**src/rtl/jtframe_romarb_pkg.sv**
```systemverilog
// rtl/jtframe_romarb_pkg.sv - shared types and helpers for the ROM arbiter
// Bank handshake states, slot count ceiling and slot-index width helper.
package jtframe_romarb_pkg;

  typedef enum logic [1:0] {
    IDLE,
    WAIT_ACK,
    WAIT_RDY
  } state_e;

  localparam int MAX_SLOTS = 8;

  function automatic int idx_w(input int n);
    return (n < 2) ? 1 : $clog2(n);
  endfunction

endpackage

```
**src/rtl/jtframe_romarb_if.sv**
```systemverilog
// rtl/jtframe_romarb_if.sv - slot-side and bank-side signals of the ROM arbiter
// slave is the arbiter's view; master is the game/bank environment's view.
interface jtframe_romarb_if #(
  parameter int SLOTS = 4,
  parameter int AW    = 22,
  parameter int DW    = 32
);
  logic                  inval;
  logic [SLOTS*AW-1:0]   slot_addr;
  logic [SLOTS-1:0]      slot_cs;
  logic [SLOTS-1:0]      slot_ok;
  logic [SLOTS*DW-1:0]   slot_data;
  logic [AW-1:0]         ba_addr;
  logic                  ba_rd;
  logic                  ba_ack;
  logic                  ba_rdy;
  logic [DW-1:0]         sdram_dout;

  modport slave (
    input  inval, slot_addr, slot_cs, ba_ack, ba_rdy, sdram_dout,
    output slot_ok, slot_data, ba_addr, ba_rd
  );

  modport master (
    output inval, slot_addr, slot_cs, ba_ack, ba_rdy, sdram_dout,
    input  slot_ok, slot_data, ba_addr, ba_rd
  );
endinterface

```
**src/rtl/jtframe_rr_pick.sv**
```systemverilog
// rtl/jtframe_rr_pick.sv - combinational grant picker for the ROM arbiter
// Round-robin after last_i; JTFRAME_ROMARB_FIXPRIO_EN selects fixed lowest-index priority.
module jtframe_rr_pick
  import jtframe_romarb_pkg::*;
#(
  parameter int SLOTS = 4
) (
  input  logic [SLOTS-1:0]            pend_i,
  input  logic [idx_w(SLOTS)-1:0]     last_i,
  output logic [idx_w(SLOTS)-1:0]     gnt_o,
  output logic                        any_o
);
  localparam int IW = idx_w(SLOTS);

  assign any_o = |pend_i;

`ifdef JTFRAME_ROMARB_FIXPRIO_EN
  logic unused_last;
  assign unused_last = ^last_i;

  always_comb begin
    logic found;
    found = 1'b0;
    gnt_o = '0;
    for (int k = 0; k < SLOTS; k++) begin
      if (!found && pend_i[k[IW-1:0]]) begin
        found = 1'b1;
        gnt_o = k[IW-1:0];
      end
    end
  end
`else
  // Scan starts just past the last served slot so it gets lowest priority.
  always_comb begin
    logic found;
    int   idx;
    found = 1'b0;
    idx   = 0;
    gnt_o = '0;
    for (int k = 1; k <= SLOTS; k++) begin
      idx = (int'(last_i) + k) % SLOTS;
      if (!found && pend_i[idx[IW-1:0]]) begin
        found = 1'b1;
        gnt_o = idx[IW-1:0];
      end
    end
  end
`endif

endmodule

```
**src/rtl/jtframe_romarb.sv**
```systemverilog
// rtl/jtframe_romarb.sv - shares one SDRAM bank read port among SLOTS cached ROM requesters
// Each slot keeps a one-entry cache; grant policy lives in jtframe_rr_pick.
module jtframe_romarb
  import jtframe_romarb_pkg::*;
#(
  parameter int SLOTS = 4,
  parameter int AW    = 22,
  parameter int DW    = 32
) (
  input  logic             clk_rom,
  input  logic             rst,
  jtframe_romarb_if.slave  bus
);
  localparam int IW = idx_w(SLOTS);

  state_e            state_q, state_d;
  logic              ba_rd_q, ba_rd_d;
  logic [AW-1:0]     ba_addr_q, ba_addr_d;
  logic [AW-1:0]     lat_addr_q, lat_addr_d;
  logic [IW-1:0]     gnt_q, gnt_d;
  logic [IW-1:0]     rr_last_q;
  logic              stale_q, stale_d;
  logic [SLOTS-1:0]  valid_q;
  logic [AW-1:0]     tag_q  [SLOTS];
  logic [DW-1:0]     data_q [SLOTS];

  logic [AW-1:0]     addr_w [SLOTS];
  logic [SLOTS-1:0]  hit, pend;
  logic [IW-1:0]     pick;
  logic              any, done;

  for (genvar i = 0; i < SLOTS; i++) begin : g_slot
    assign addr_w[i] = bus.slot_addr[i*AW +: AW];
    assign hit[i]    = bus.slot_cs[i] & valid_q[i] & (addr_w[i] == tag_q[i]);
    assign pend[i]   = bus.slot_cs[i] & ~hit[i];
    assign bus.slot_data[i*DW +: DW] = data_q[i];
  end

  assign bus.slot_ok = hit;
  assign bus.ba_rd   = ba_rd_q;
  assign bus.ba_addr = ba_addr_q;

  jtframe_rr_pick #(.SLOTS(SLOTS)) u_pick (
    .pend_i (pend),
    .last_i (rr_last_q),
    .gnt_o  (pick),
    .any_o  (any)
  );

  // ack and rdy together in WAIT_ACK complete without visiting WAIT_RDY.
  assign done = ((state_q == WAIT_ACK) && bus.ba_ack && bus.ba_rdy) ||
                ((state_q == WAIT_RDY) && bus.ba_rdy);

  always_ff @(posedge clk_rom or posedge rst) begin
    if (rst) state_q <= IDLE;
    else     state_q <= state_d;
  end

  always_comb begin
    state_d = state_q;
    case (state_q)
      IDLE:     if (any) state_d = WAIT_ACK;
      WAIT_ACK: if (bus.ba_ack) state_d = bus.ba_rdy ? IDLE : WAIT_RDY;
      WAIT_RDY: if (bus.ba_rdy) state_d = IDLE;
      default:  state_d = IDLE;
    endcase
  end

  always_comb begin
    ba_rd_d    = ba_rd_q;
    ba_addr_d  = ba_addr_q;
    lat_addr_d = lat_addr_q;
    gnt_d      = gnt_q;
    if (state_q == IDLE && any) begin
      ba_rd_d    = 1'b1;
      ba_addr_d  = addr_w[pick];
      lat_addr_d = addr_w[pick];
      gnt_d      = pick;
    end else if (state_q == WAIT_ACK && bus.ba_ack) begin
      ba_rd_d = 1'b0;
    end
    // A transaction overlapping an invalidate must not produce a valid entry.
    if (state_d == IDLE)  stale_d = 1'b0;
    else if (bus.inval)   stale_d = 1'b1;
    else                  stale_d = stale_q;
  end

  always_ff @(posedge clk_rom or posedge rst) begin
    if (rst) begin
      ba_rd_q    <= 1'b0;
      ba_addr_q  <= '0;
      lat_addr_q <= '0;
      gnt_q      <= '0;
      rr_last_q  <= IW'(SLOTS-1);
      stale_q    <= 1'b0;
      valid_q    <= '0;
      for (int i = 0; i < SLOTS; i++) begin
        tag_q[i]  <= '0;
        data_q[i] <= '0;
      end
    end else begin
      ba_rd_q    <= ba_rd_d;
      ba_addr_q  <= ba_addr_d;
      lat_addr_q <= lat_addr_d;
      gnt_q      <= gnt_d;
      stale_q    <= stale_d;
      if (done) begin
        tag_q[gnt_q]   <= lat_addr_q;
        data_q[gnt_q]  <= bus.sdram_dout;
        valid_q[gnt_q] <= ~stale_q;
        rr_last_q      <= gnt_q;
      end
      if (bus.inval) valid_q <= '0;
    end
  end

endmodule

```
**src/flat_wrapper.sv**
```systemverilog
// flat-port wrapper written by rule: the top's interface ports become plain ports
module jtframe_romarb_flat import jtframe_romarb_pkg::*;
#(
  parameter int SLOTS = 4,
  parameter int AW    = 22,
  parameter int DW    = 32
)
  (clk_rom, rst, bus_inval, bus_slot_addr, bus_slot_cs, bus_ba_ack, bus_ba_rdy, bus_sdram_dout, bus_slot_ok, bus_slot_data, bus_ba_addr, bus_ba_rd);
  jtframe_romarb_if #(.SLOTS(SLOTS), .AW(AW), .DW(DW)) bus_i ();
  input  logic clk_rom;
  input  logic rst;
  input wire logic [$bits(bus_i.inval)-1:0] bus_inval;
  input wire logic [$bits(bus_i.slot_addr)-1:0] bus_slot_addr;
  input wire logic [$bits(bus_i.slot_cs)-1:0] bus_slot_cs;
  input wire logic [$bits(bus_i.ba_ack)-1:0] bus_ba_ack;
  input wire logic [$bits(bus_i.ba_rdy)-1:0] bus_ba_rdy;
  input wire logic [$bits(bus_i.sdram_dout)-1:0] bus_sdram_dout;
  output wire logic [$bits(bus_i.slot_ok)-1:0] bus_slot_ok;
  output wire logic [$bits(bus_i.slot_data)-1:0] bus_slot_data;
  output wire logic [$bits(bus_i.ba_addr)-1:0] bus_ba_addr;
  output wire logic [$bits(bus_i.ba_rd)-1:0] bus_ba_rd;
  assign bus_i.inval = bus_inval;
  assign bus_i.slot_addr = bus_slot_addr;
  assign bus_i.slot_cs = bus_slot_cs;
  assign bus_i.ba_ack = bus_ba_ack;
  assign bus_i.ba_rdy = bus_ba_rdy;
  assign bus_i.sdram_dout = bus_sdram_dout;
  assign bus_slot_ok = bus_i.slot_ok;
  assign bus_slot_data = bus_i.slot_data;
  assign bus_ba_addr = bus_i.ba_addr;
  assign bus_ba_rd = bus_i.ba_rd;
  jtframe_romarb #(.SLOTS(SLOTS), .AW(AW), .DW(DW)) u_core (.clk_rom(clk_rom), .rst(rst), .bus(bus_i));
endmodule
```
**config.mk**
```make
export PLATFORM = sky130hd
export DESIGN_NAME = jtframe_romarb_flat
export DESIGN_NICKNAME = d
export VERILOG_FILES = /design/src/rtl/jtframe_romarb_pkg.sv /design/src/rtl/jtframe_romarb_if.sv /design/src/rtl/jtframe_rr_pick.sv /design/src/rtl/jtframe_romarb.sv /design/src/flat_wrapper.sv
export SDC_FILE = /design/constraint.sdc
export NUM_CORES = 1
export LEC_CHECK = 0
export BUFFER_PORTS_ARGS = -buffer_cell sky130_fd_sc_hd__buf_2
export CORE_MARGIN = 1.5
export CORE_UTILIZATION = 48
export DETAILED_ROUTE_END_ITERATION = 8
export GPL_TIMING_DRIVEN = 0
export PLACE_DENSITY = 0.73
export SLEW_MARGIN = 10
export SYNTH_ARGS = -nofsm -noshare
export SYNTH_HDL_FRONTEND = slang
export SYNTH_SLANG_ARGS = --single-unit
```
**constraint.sdc**
```tcl
create_clock -name clk_rom -period 6.97 [get_ports clk_rom]
set_input_delay 0 -clock clk_rom [delete_from_list [all_inputs] [get_ports clk_rom]]
set_output_delay 0 -clock clk_rom [all_outputs]
set_load 0.05 [all_outputs]
```
==> metrics.md, run 1 <==
| Metric | Value |
|---|---|
| Post-CTS Setup Bufs | 0 |
| CP endpoint kind | register |
| First-pass GRT wire length | 50380 um |
| Yosys warning count | 0 |
| Design Area, Final | 15070 um^2 |
| Post-Synthesis Cell Area | 11280 um^2 |
| Layout Nets | 1345 |
| EDFF count, synth | 0 |
| Top sig layer | met4 |
| Clk_skew | 0.01286 ns |
| Grt ovf | 0 |
| Via density | 5.298 |
| Pleak | 0.007135 uW |
| Max VDD drop | 446.2 uV |
| Crit path launch type | register |
| Area post-placement | 13150 um^2 |
| Area Overhead vs Synth | 33.65% |
| Quantity of hold-fixing buffers added after cts | 102 |
| Port Buffers | 283 |
| Final Wtd Congestion | 0.9249 |
| # setup viols final | 0 |
| Crit Path Max Fanout | 10 |
| Status | finished clean |
| H-tree Lvls | 1 |
| Hold Path Class | input port to asynchronous set/reset pin |
| CTS Buf Count | 27 |
| Drt wl/cell | 21.37 um |
| Sink Count | 250 |
| Initial antenna violation count | 3 |
| FP Rows | 55 |
| Root buf cell | clkbuf_16 |
| Least-Margin Pin Slew | 0.9094 ns |
| Metal3 WL | 2906 um |
| Core box area | 22850 um^2 |
| RSZ-0062 raised after global routing | false |
| Slew margin rel. | 0.3881 |
| Min Tclk post-route | 4.503 ns |
| I/O Pins | 284 |
| Maximum number of pins on one net before global-route repair | 100 |
| Worst-path clk slew | 0.07 ns |
| Synthesized instance count | 800 |
| Synth area leaders | dfrtp_1 55%, mux2_2 22%, mux2i_1 4.0% |
| Final Slew Violations | 0 |
| Fmax | 222.1 MHz |
| Register bit total from synthesis | 250 |
| Vias | 8228 |
| CTS Buffer Depth | 3 |
| Drt drc | 0 |
| Routed length on met2 | 16150 um |
| Initial core utilization | 0.4936 |
| Area leader, netlist | dfrtp_1 |
| Sequential fraction of the synthesis area | 0.5550 |
| Clock Latency Late Sink | 0.54 ns |
| Post-CTS sizing | 0 |
| Vias in the first global route | 8767 |
| CTS tree | yes |
| 1st-iter DRT viols | 475 |
| DIE WIDTH | 156.3 um |
| Hold violation count in the final report | 0 |
| WP data required | 7.38 ns |
| Async S/R FF share, synth | 1.000 |
| Wl on met1 | 13520 um |
| CP Data Arrival Time | 4.91 ns |
| Syn Area/Cell | 14.10 um^2 |
| Routed wire length | 33180 um |
| CP Class | register to register |
| Die Area | 24420 um^2 |
| Layout cells sized above 1 | 0.4794 |
| Cells after DPL | 1398 |
| Antenna viol nets, final | 0 |
| DRT Pass-1 Iters | 7 |
| Unique cell type count in the Yosys netlist | 49 |
| Max Cap Violations | 0 |
| GRT Total Usage | 0.2743 |
| Final period util | 0.6461 |
| Post-synth top area share | 0.5503 |
| Syn Nets | 929 |
| Main synth FF type | dfrtp_1 |
| Power Density | 533.0 nW/um^2 |
| Die height | 156.3 um |
| Fin util | 0.6597 |
| Post-DP HPWL | 23660 um |
| Post-Layout Cell Count | 1553 |
[where the power goes]
| part | internal, uW | leakage (uW) | switching, uW | total (uW) |
|---|---|---|---|---|
| clock network | 858 | 0.000447 | 595 | 1450 |
| registers | 2130 | 0.00310 | 448 | 2580 |
| logic | 1380 | 0.00358 | 2620 | 4000 |
| total | 4370 | 0.00713 | 3670 | 8030 |
[worst max-delay path: stages, from the launching register on]
cell	delay [ns]
dfrtp_1	0.39
xnor2_1	0.38
or4b_1	0.50
or4_4	0.58
o21ai_4	0.21
o22ai_2	0.11
a221oi_2	0.30
buf_6	0.24
buf_12	0.19
mux2i_1	0.19
dlygate4sd3_1	0.59
o221ai_2	0.10
dlygate4sd3_1	0.58
[worst paths after layout]
path / start / end / slack [ns] / cells after the start
max in group asynchronous: rst / u_core.bus.slot_data[114]$_DFFE_PP0P_ / 6.01 / 4
worst max register to register: u_core.tag_q[5]$_DFFE_PP0P_ / u_core.bus.ba_addr[0]$_DFFE_PP0P_ / 2.47 / 12
worst min-delay path: rst / u_core.bus.slot_data[75]$_DFFE_PP0P_ / 0.09 / 3
min in group clk_rom: bus_sdram_dout[2] / u_core.bus.slot_data[98]$_DFFE_PP0P_ / 0.28 / 3
worst min register to register: u_core.bus.ba_rd$_DFFE_PP0P_ / u_core.bus.ba_rd$_DFFE_PP0P_ / 0.48 / 2
worst max-delay path: u_core.tag_q[5]$_DFFE_PP0P_ / u_core.bus.ba_addr[0]$_DFFE_PP0P_ / 2.47 / 12
[state kept, by name (all words and copies together) (netlist names)]
name / count
u_core.rr_last_q: 2
u_core.tag_q: 88
u_core.gnt_q: 2
u_core.bus.slot_data: 128
u_core.bus.ba_addr: 22
u_core.state_q: 2
u_core.stale_q: 1
u_core.bus.ba_rd: 1
u_core.valid_q: 4
[metrics by stage]
stage	TNS (ns)	setup WS, ns	hold slack (ns)	power (uW)
global route	0	2.332	0.1448	8388
finish	0	2.467	0.08521	8033
floorplan	0	0.1017	0.06641	5339
global placement	-685.27	-2.783	0.2078	6295
CTS	0	2.505	0.1094	8035
detailed placement	0	3.387	0.1131	6369
[routing by layer]
layer  vias to the layer above  track usage
li1                       3723            -
met1                      4122       0.3510
met2                       346       0.4633
met3                        37      0.07782
met4                         0      0.06168
met5                         -            0
[area by class of cell]
class | count | area, um^2
multi-input combinational | 510 | 4782
sequential | 250 | 6259
inverter | 3 | 18.77
tap | 313 | 391.6
timing repair buffer | 387 | 2492
antenna | 3 | 7.507
clock inverter | 15 | 160.2
fill | 1747 | 7775
clock buffer | 35 | 735.7
buffer | 37 | 225.2
[cells in the mapped netlist, types with 4 or more instances]
cell,n
nor3_1,10
nor4_1,8
buf_2,5
nor2_1,13
nand4_1,18
dfrtp_1,248
o221ai_2,22
xor2_1,44
xnor2_1,44
buf_12,4
or4_1,4
clkbuf_1,25
mux2i_1,45
nand2_1,45
mux2_2,216
a21oi_1,4
[cells in the final DEF (no fill, tap or decap), drive strengths merged, types with 3 or more instances in the layout]
master	synthesis	final
mux2	216	216
mux2i	45	45
clkbuf	25	60
o221ai	22	22
o21ai	7	7
diode	0	3
inv	3	5
nor3	10	10
bufinv	0	3
nand4	18	18
dfrtp	248	248
a21oi	4	4
dlygate4sd3	0	102
clkinv	0	9
or4	6	6
buf	12	297
nor4	8	8
nand2	45	45
nor2	13	13
xnor2	44	44
xor2	44	44
[cells by family (layout without fill, tap and decap cells)]
| kind of cell | after synthesis | after routing | synth area share |
|---|---|---|---|
| multiplexers | 261 | 261 | 0.2556 |
| flip-flops | 250 | 250 | 0.5550 |
| AND/OR/NAND/NOR | 118 | 118 | 0.05625 |
| XOR/XNOR | 88 | 88 | 0.06835 |
| AO/OA/AOI/OAI | 43 | 43 | 0.04383 |
| buffers and inverters | 40 | 477 | 0.02097 |
| other | 0 | 3 | 0 |
(Power assumes the default switching activity.)
==> inputs of run 2 (changes only) <==
- clock period: 6.97 -> 3.9 ns (I/O delays scaled with it)
==> run 2 against run 1 <==
Effect of this change: critical path depth fell by 2; register-to-register slack got worse by 2.3 ns; first-iteration DRC count fell by 14%; global-route usage rose by 0.43 points; clock skew fell by 0.0011 ns; die area did not move; critical path type unchanged.
==> metrics.md, run 2 (synthesis gave the netlist of run 1 again) <==
| Metric | Value |
|---|---|
| Sequential Area | 6259 um^2 |
| Max Cap Violations | 0 |
| GR Layer Usage met1 | 0.3512 |
| CTS tree | yes |
| Flop pwr share | 0.328 |
| Net Sw Power | 6525 uW |
| Most common cell after layout, fill and taps aside | buf_2 |
| Drt drc | 0 |
| Sink Count | 250 |
| Max reg flops | 128 |
| Slew margin rel. | 0.4533 |
| Post-Layout Cell Count | 1581 |
| Antenna viol nets, final | 0 |
| DRT Pass-1 Iters | 4 |
| Cells after DPL | 1404 |
| Root buf cell | clkbuf_16 |
| Final period util | 0.9455 |
| I/O Pins | 284 |
| Switch share | 0.4629 |
| Worst-path clk slew | 0.07 ns |
| Final Wtd Congestion | 0.9086 |
| Die height | 156.3 um |
| Fmax | 271.2 MHz |
| Core box area | 22850 um^2 |
| Port Buffers | 283 |
| Comb power frac | 0.489 |
| Vias in the first global route | 9052 |
| Initial antenna violation count | 1 |
| Met3 Usage GRT | 0.06536 |
| Post-CTS Setup Bufs | 0 |
| CTS Buf Count | 27 |
| Status | finished clean |
| 1st-iter DRT viols | 409 |
| Post-CTS sizing | 0 |
| # setup viols final | 0 |
| Routed wire length | 33670 um |
| DIE WIDTH | 156.3 um |
| Min Tclk post-route | 3.688 ns |
| CP peak stage delay | 0.59 ns |
| Clock share of power | 0.183 |
| Hold violation count in the final report | 0 |
| Most frequent cells in the layout | 288 x buf_2, 248 x dfrtp_1, 216 x mux2_2, 126 x dlygate4sd3_1 |
| Quantity of hold-fixing buffers added after cts | 126 |
| Crit Path Max Fanout | 9 |
| GRT Total Usage | 0.2786 |
| Hold Path Class | input port to register |
| Pleak | 0.007246 uW |
| Fill cells | 1676 |
| Layout Nets | 1375 |
| Footprint of the multi-input gates | 4782 um^2 |
| GR Layer Usage met2 | 0.4874 |
| H-tree Lvls | 1 |
| Post-DP HPWL | 24270 um |
| Crit path launch type | register |
| Initial core utilization | 0.4936 |
| CP cell instances | xnor2_1, or4b_1, or4_4, o21ai_4, o22ai_2, a221oi_2, buf_6, mux2i_1, dlygate4sd3_1, o221ai_2 |
| Least-Margin Pin Slew | 0.8125 ns |
| Drt wl/cell | 21.30 um |
| First-pass GRT wire length | 51430 um |
| Die Area | 24420 um^2 |
| Clock Latency Late Sink | 0.54 ns |
| CP Data Arrival Time | 4.09 ns |
| Max VDD drop | 797.1 uV |
| Area post-placement | 13250 um^2 |
| FP Rows | 55 |
| Tot Pwr | 14100 uW |
| Maximum number of pins on one net before global-route repair | 39 |
| CP Class | register to register |
| Final Slew Violations | 0 |
| Grt peak-use layer | met2 |
| RSZ-0062 raised after global routing | false |
| CTS Buffer Depth | 3 |
| Power Density | 914.4 nW/um^2 |
| Crit path max-delay cell type | dlygate4sd3_1 |
| Layout cells sized above 1 | 0.4751 |
| CP endpoint kind | register |
| Design Area, Final | 15420 um^2 |
| Int Pwr | 7571 uW |
| Vias | 8286 |
| Buf/Inv on CP | 2 |
| WP data required | 4.30 ns |
| Via density | 5.241 |
| Grt ovf | 0 |
| Area Overhead vs Synth | 36.70% |
| Clk_skew | 0.01179 ns |
| Kind of cell adding the most delay to the critical path | simple AND/OR/NAND/NOR gates |
-- run 2: cell count changes in the layout (fill, tap and decap cells not counted), sizes merged --
cell / change
buf: +6
bufinv: -1
dlygate4sd3: +24
clkbuf: -1
inv: -2
diode: -2
clkinvlp: +7
clkinv: -3
-- run 2: through the flow --
step | hold slack (ns) | utilization | TNS, ns | setup WS, ns
6_report | 0.2537 | 0.6748 | 0 | 0.2124
5_1_grt | 0.2692 | 0.6748 | 0 | 0.03629
4_1_cts | 0.2489 | 0.6746 | 0 | 0.1945
3_5_place_dp | 0.003566 | 0.5799 | 0 | 0.4109
3_3_place_gp | 0.2030 | 0.5729 | -222.71 | -0.9191
2_1_floorplan | 0.06641 | - | 0 | 0.6139
-- run 2: area by class of cell --
class	instances	share of cell area
timing repair buffer	417	0.1841
antenna	1	0.0001623
clock buffer	34	0.04878
clock inverter	16	0.009821
sequential	250	0.4060
tap	313	0.02540
buffer	37	0.01461
inverter	3	0.0009739
multi-input combinational	510	0.3102
-- run 2: worst min-delay path: stages --
cell and delay, ns:
dlygate4sd3_1 0.55, buf_2 0.12, o21ai_1 0.07
-- run 2: power by group through the flow --
stage	clock network [uW]	registers (uW)	logic (uW)
CTS	2620	4610	6910
global route	2730	4770	7190
global placement	0	4570	6670
detailed placement	0	4630	6780
floorplan	0	7170	2370
finish	2580	4630	6890
-- run 2: final timing paths --
| check | from | end | slack [ns] | cells after the start |
|---|---|---|---|---|
| hold / removal | bus_ba_ack | u_core.state_q[0]$_DFF_PP0_ | 0.25 | 3 |
| hold reg to reg | u_core.bus.ba_rd$_DFFE_PP0P_ | u_core.bus.ba_rd$_DFFE_PP0P_ | 0.48 | 2 |
| setup reg to reg | u_core.tag_q[5]$_DFFE_PP0P_ | u_core.bus.ba_addr[11]$_DFFE_PP0P_ | 0.21 | 10 |
| max in group asynchronous | rst | u_core.tag_q[57]$_DFFE_PP0P_ | 1.93 | 9 |
| min in group asynchronous | rst | u_core.bus.slot_data[42]$_DFFE_PP0P_ | 0.60 | 4 |
| setup / recovery | u_core.tag_q[5]$_DFFE_PP0P_ | u_core.bus.ba_addr[11]$_DFFE_PP0P_ | 0.21 | 10 |
-- run 2: metal layers --
layer | vias up | part of all wire
met2 | 308 | 0.49
met5 | - | 0
met4 | 0 | 0.018
met3 | 35 | 0.074
met1 | 4165 | 0.41
li1 | 3778 | -
